<file path="config.mk">
export PLATFORM = sky130hd
export DESIGN_NAME = hdb_n_stream_decoder
export DESIGN_NICKNAME = d
export VERILOG_FILES = /design/src/rtl/hdb_pkg.sv /design/src/rtl/hdb_sym_classify.sv /design/src/rtl/hdb_n_stream_decoder.sv
export SDC_FILE = /design/constraint.sdc
export NUM_CORES = 1
export LEC_CHECK = 0
export CORE_MARGIN = 3
export CORE_UTILIZATION = 54
export DETAILED_ROUTE_END_ITERATION = 6
export GPL_TIMING_DRIVEN = 0
export PLACE_DENSITY = 0.73
export SETUP_SLACK_MARGIN = 0.4
export SYNTH_ARGS = -nofsm -noshare
export SYNTH_HDL_FRONTEND = slang
export SYNTH_SLANG_ARGS = --single-unit
</file>
<file path="constraint.sdc">
create_clock -name clk -period 1.8 [get_ports clk]
set_input_delay 0.36 -clock clk [delete_from_list [all_inputs] [get_ports clk]]
set_output_delay 0.36 -clock clk [all_outputs]
set_load 0.01 [all_outputs]
</file>
<file path="src/rtl/hdb_pkg.sv">
// -----------------------------------------------------------------------------
// hdb_pkg
// Shared definitions for the HDB-n stream decoder:
//   - line symbol encodings (SYM_ZERO, SYM_POS, SYM_NEG, SYM_ILL)
//   - hdb_stage_t : one delay-line stage {v, data, mark, err}
//   - hdb_pol_t   : pulse polarity
// -----------------------------------------------------------------------------
package hdb_pkg;

   localparam logic [1:0] SYM_ZERO = 2'b00;
   localparam logic [1:0] SYM_POS  = 2'b10;
   localparam logic [1:0] SYM_NEG  = 2'b01;
   localparam logic [1:0] SYM_ILL  = 2'b11;

   typedef struct packed {
      logic v;
      logic data;
      logic mark;
      logic err;
   } hdb_stage_t;

   typedef enum logic {
      POL_NEG = 1'b0,
      POL_POS = 1'b1
   } hdb_pol_t;

endpackage

</file>
<file path="src/rtl/hdb_sym_classify.sv">
// -----------------------------------------------------------------------------
// hdb_sym_classify
// Combinational classification of one incoming line symbol against the
// current polarity state.
// Ports:
//   sym_in     : line symbol (hdb_pkg SYM_* encoding)
//   has_pulse  : at least one pulse seen since reset
//   last_pol   : polarity of the last normal mark
//   is_mark    : pulse with alternating polarity (or first pulse of a stream)
//   is_v       : pulse repeating last_pol, i.e. a violation
//   is_illegal : symbol 2'b11
//   pol        : polarity of sym_in (meaningful for pulses only)
// -----------------------------------------------------------------------------
import hdb_pkg::*;

module hdb_sym_classify (
   input  logic [1:0] sym_in,
   input  logic       has_pulse,
   input  hdb_pol_t   last_pol,
   output logic       is_mark,
   output logic       is_v,
   output logic       is_illegal,
   output hdb_pol_t   pol
);

   logic pulse;

   always_comb begin
      pulse      = (sym_in == SYM_POS) || (sym_in == SYM_NEG);
      pol        = (sym_in == SYM_POS) ? POL_POS : POL_NEG;
      is_illegal = (sym_in == SYM_ILL);
      // The first pulse of a stream has no reference and is always a mark.
      is_v       = pulse && has_pulse && (pol == last_pol);
      is_mark    = pulse && !is_v;
   end

endmodule

</file>
<file path="src/rtl/hdb_n_stream_decoder.sv">
// -----------------------------------------------------------------------------
// hdb_n_stream_decoder
// HDB-n line decoder (N=3 gives HDB3). Ternary symbols enter an (N+1)-deep
// delay line; a violation pulse clears the data of itself and the N older
// stages, removing 000V / B00V substitutions. Code errors (illegal symbol,
// zero run longer than N, bad substitution) travel with their bit.
// All registers update on the falling edge of clk; rst is async active-low.
// Ports:
//   clk       : decoder clock (falling edge active)
//   rst       : asynchronous active-low reset
//   sym_in    : line symbol, 2'b10 +pulse, 2'b01 -pulse, 2'b00 zero, 2'b11 illegal
//   sym_valid : sym_in accepted on this edge
//   dec_data  : decoded NRZ bit
//   dec_valid : one-cycle pulse per decoded bit
//   dec_error : code error attached to the decoded bit
//   err_count : saturating count of errored output bits
// Optional build macro HDB_ERR_CNT_EN adds err_count and its counter.
// -----------------------------------------------------------------------------
import hdb_pkg::*;

module hdb_n_stream_decoder #(
   parameter int N     = 3,
   parameter int CNT_W = 16
) (
   input  logic             clk,
   input  logic             rst,
   input  logic [1:0]       sym_in,
   input  logic             sym_valid,
   output logic             dec_data,
   output logic             dec_valid,
`ifdef HDB_ERR_CNT_EN
   output logic             dec_error,
   output logic [CNT_W-1:0] err_count
`else
   output logic             dec_error
`endif
);

   localparam int            ZR_W   = $clog2(N + 2);
   localparam logic [ZR_W-1:0] ZR_MAX = ZR_W'(N + 1);

   hdb_stage_t      stg      [0:N];
   hdb_stage_t      stg_next [0:N];
   logic            has_pulse;
   hdb_pol_t        last_pol;
   logic [ZR_W-1:0] zero_run;
   logic [ZR_W-1:0] zr_inc;
   logic            is_mark;
   logic            is_v;
   logic            is_illegal;
   hdb_pol_t        pol;
   logic            bad_sub;

   hdb_sym_classify u_classify (
      .sym_in     (sym_in),
      .has_pulse  (has_pulse),
      .last_pol   (last_pol),
      .is_mark    (is_mark),
      .is_v       (is_v),
      .is_illegal (is_illegal),
      .pol        (pol)
   );

   always_comb begin
      zr_inc  = (zero_run == ZR_MAX) ? ZR_MAX : zero_run + 1'b1;
      // After the shift, new s[1]..s[N-1] are old s[0]..s[N-2]; a legal
      // substitution only allows a B pulse in the oldest slot.
      bad_sub = 1'b0;
      for (int k = 1; k < N; k++) begin
         if (stg[k-1].mark) bad_sub = 1'b1;
      end

      stg_next[0].v    = 1'b1;
      stg_next[0].data = is_mark;
      stg_next[0].mark = is_mark || is_v;
      stg_next[0].err  = (is_v && bad_sub) || is_illegal ||
                         (!(is_mark || is_v) && (zr_inc == ZR_MAX));
      for (int k = 1; k <= N; k++) begin
         stg_next[k] = stg[k-1];
         if (is_v) stg_next[k].data = 1'b0;
      end
   end

   always_ff @(negedge clk or negedge rst) begin
      if (!rst) begin
         for (int k = 0; k <= N; k++) stg[k] <= '0;
         has_pulse <= 1'b0;
         last_pol  <= POL_NEG;
         zero_run  <= '0;
         dec_data  <= 1'b0;
         dec_valid <= 1'b0;
         dec_error <= 1'b0;
      end else if (sym_valid) begin
         // The oldest stage leaves before any violation clearing applies.
         dec_valid <= stg[N].v;
         dec_data  <= stg[N].data;
         dec_error <= stg[N].err;
         for (int k = 0; k <= N; k++) stg[k] <= stg_next[k];
         if (is_mark) begin
            has_pulse <= 1'b1;
            last_pol  <= pol;
         end
         zero_run <= (is_mark || is_v) ? '0 : zr_inc;
      end else begin
         dec_valid <= 1'b0;
         dec_data  <= 1'b0;
         dec_error <= 1'b0;
      end
   end

`ifdef HDB_ERR_CNT_EN
   always_ff @(negedge clk or negedge rst) begin
      if (!rst) begin
         err_count <= '0;
      end else if (sym_valid && stg[N].v && stg[N].err && (err_count != '1)) begin
         err_count <= err_count + 1'b1;
      end
   end
`endif

endmodule

</file>
## After elaboration in Yosys (flattened, before gate mapping)

Index checks and enable logic that the tools add are counted.

| storage, ports and cells | value |
|---|---|
| register bits after elaboration | 22 |

| operators by class | value |
|---|---|
| add/sub/neg operators | 1 |
| equal/unequal tests | 6 |
| mux-type cells | 11 |
| reductions and logical operators | 12 |

Operators with widths:

| operator | number |
|---|---|
| 1-bit two-way mux | 9 |
| 3-bit equality test, second input constant | 2 |
| 3-bit two-way mux | 2 |
| 1-bit logical AND | 5 |
| 2-bit equality test, second input constant | 2 |
| 1-bit logical OR | 4 |
| 3-bit by 1-bit adder with 3-bit output, second input constant | 1 |
| 2-bit by 1-bit equality test with 1-bit output, second input constant | 1 |
| 1-bit logical NOT | 2 |
| 2-bit AND reduction | 1 |
| 1-bit equality test | 1 |

## Longest topological paths before layout

| logic depth | value |
|---|---|
| word-level depth | 10 |
| gate-level depth with buffers | 5 |
| mapped depth without buffers | 5 |

## Hierarchy

Synthesis repeated with hierarchy kept, for this count alone.

| unflattened totals | value |
|---|---|
| cells, all modules | 79 |
| area total of the unflattened synthesis | 975.9 µm² |

By module, submodules not included:

| module | instances | cells an instance | area an instance (µm²) | seq. area each (µm²) |
|---|---|---|---|---|
| hdb_n_stream_decoder | 1 | 72 | 919.6 | 550.5 |
| hdb_sym_classify | 1 | 7 | 56.3 | 0.0 |

==> flow_summary.toml <==
[status]
status = "finished with violations"
violations = "setup timing"

[layout]
drive_gt1_share_pct = 49.5
nets = 108
nFillCells = 68
antenna_cells = 0
seqCellArea_um2 = 551
final_cells = 113
multiInputGateArea_um2 = 455
area_growth_syn_to_layout_pct = 46.9

[logic_synthesis]
avgSynthCellArea_um2 = 12.0
yosysWarnings = 0
synthCells = 78
synth-async-reset-ratio_pct = 100
yosysMostFrequentCell = "dfrtn_1"
synthTopCellsByCount = "22 x dfrtn_1, 10 x inv_1, 6 x mux2_2, 6 x nand2_1"
synth-seq-cells = 22
synth_nets = 87
yosysTopAreaCellShare_pct = 59.0
dominantRegCellSynth = "dfrtn_1"
synth_cell_types = 24
ys_top_cells_by_area = "dfrtn_1 59%, mux2_2 7.2%, ha_1 5.4%"
synth_edf_count = 0
netlist_area_um2 = 933
ys_seq_area_share_pct = 59.0
synth_top_cell_by_area = "dfrtn_1"

[route]
wl_um = 2460
viasPerCell = 6.17
initialDrtViolationCount = 10
drcViolationCount = 0
via_count = 697
post_drt_wl_per_cell_um = 21.8
drt_first_pass_iters = 4
ant_nets = 0

[clock_tree]
clock_latency_ps = 300
cts_buffers = 3
holdBufCountCts = 0
clock_path_buffers = 2
clk_pin_slew_ps = 70
cts_num_sinks = 22
ctsRootBufferMaster = "clkbuf_4"
cts_tree = "yes"
h-tree-depth = 1

[critical_path]
critPathKind = "reg -> out"
start_kind = "flip-flop"
path_delay_family = "flip-flops"
critPathRequiredTime_ps = 1440
endpoint_kind = "output pin"
r2r-start = "zero_run[1]"
slowest_stage = "dfrtn_1"
ff2ff_path_depth = 4
path_cells = "buf_6"
rr_endpoint = "stg[12]"
rrSetupSlack_ps = 360
cp_slowest_stage_delay_ps = 420
cp.arrival_ps = 1730
worst-path-max-fanout = 1
crit_buf_inv = 1

[global_routing]
antenna_found_initial = 0
grtUsageTotal_pct = 23.6
grt_max_degree = 23
grt_first_pass_wirelength_um = 3520
overflow = 0
grt_pass1_vias = 684

[hold_path]
hold_path_class = "reg -> reg"
holdPathStages = 1
worstHoldEndpoint = "stg[15]"
min_from = "stg[15]"

[floorplan]
ioPinCount = 8
coreArea_um2 = 1560
start_util_pct = 59.9
die_area_um2 = 2260
rows = 14
die_y_um = 47.6
die_w_um = 47.6

[pwr]
leakage_nw = 0.624
max-vdd-ir-drop_mv = 0.751
power.density_nw_per_um2 = 860

[timing]
rsz0062_at_grt = "yes"
setup_viol = 14
worst_pin_slew_ps = 539
relSlewSlack_pct = 64.1
fin_skew_ps = 6.59
hold_viol = 0
setup_slack_ps = -291
maxSlewViolCount = 0

[placement]
port_buffers = 6
dp.cells = 100
pre_cts_ws_ps = -1050
gp_congestion = 0.772
place_hpwl_um = 1070

[job]
maxCapViolCount = 0
layout by cell type, fill, tap and decap left out, types with 2 or more instances in the layout:
| master | count |
|---|---|
| a21oi_2 | 2 |
| and2_4 | 3 |
| buf_16 | 2 |
| buf_2 | 2 |
| buf_6 | 7 |
| buf_8 | 4 |
| clkbuf_4 | 3 |
| dfrtn_1 | 22 |
| ha_1 | 3 |
| inv_1 | 8 |
| mux2_4 | 8 |
| nand2_1 | 4 |
| nand2_4 | 2 |
| o21ai_2 | 2 |
| o22ai_1 | 3 |
power by group:
part           switching (mW)  internal, mW
clock                   0.144        0.0782
sequential             0.0491         0.569
combinational           0.152         0.187
total                   0.345         0.834
cell families (layout without fill, tap and decap cells):
group | after synthesis | after routing | synth area share, %
AOI/OAI and AO/OA | 11 | 11 | 7.37
muxes | 8 | 8 | 9.65
buffers and inverters | 13 | 32 | 5.63
adders and majority gates | 4 | 4 | 5.36
xor gates and xnor gates | 2 | 2 | 1.88
DFF | 22 | 22 | 59.0
and+or+nand+nor | 18 | 18 | 11.1
layout make-up:
class                           count  area share, %
Buffer                              3           3.65
Clock buffer                        3           1.64
Inverter                           10           3.47
Multi-Input combinational cell     43           33.2
Sequential cell                    22           40.1
Tap cell                           16           1.46
Timing Repair Buffer               16           16.4
routing by layer:
layer	part of all wire, %	wire length [um]	global-route usage [%]
met5	0	0	0
met4	3.2	79	8.06
met3	5.8	143	4.51
met2	51	1260	39.8
met1	40	976	30.2
worst max-delay path by stage:
stage | startpoint | to | cells past startpoint
2_1_floorplan | sym_in[0] | last_pol | 5
3_3_place_gp | sym_in[0] | stg[14] | 6
3_5_place_dp | sym_in[0] | stg[14] | 6
4_1_cts | dec_error | dec_error | 1
5_1_grt | dec_error | dec_error | 1
6_report | dec_data | dec_data | 1
flip-flops by register name, summed over array words and instances (netlist names):
signal     cells
stg           14
dec_error      1
dec_valid      1
last_pol       1
zero_run       3
has_pulse      1
dec_data       1
metrics by stage:
step	hold slack [ps]	setup TNS, ps	cell area, um2	power, mW	util, %
3_3_place_gp	419	-22790	1110	0.836	71.4
5_1_grt	453	-2370	1370	1.23	88.0
2_1_floorplan	399	-2440	1030	0.778	-
6_report	443	-2120	1370	1.18	88.0
3_5_place_dp	431	-23250	1110	0.847	71.4
4_1_cts	437	-1710	1330	1.13	85.2
what timing repair did:
| action | CTS | global route |
|---|---|---|
| setup endpoints to repair | 47 | 25 |
| gates cloned | 3 | 0 |
| gates resized for setup | 48 | 8 |
| pin swaps | 4 | 5 |
| buffers inserted | 6 | 1 |
(Power assumes the default switching activity.)
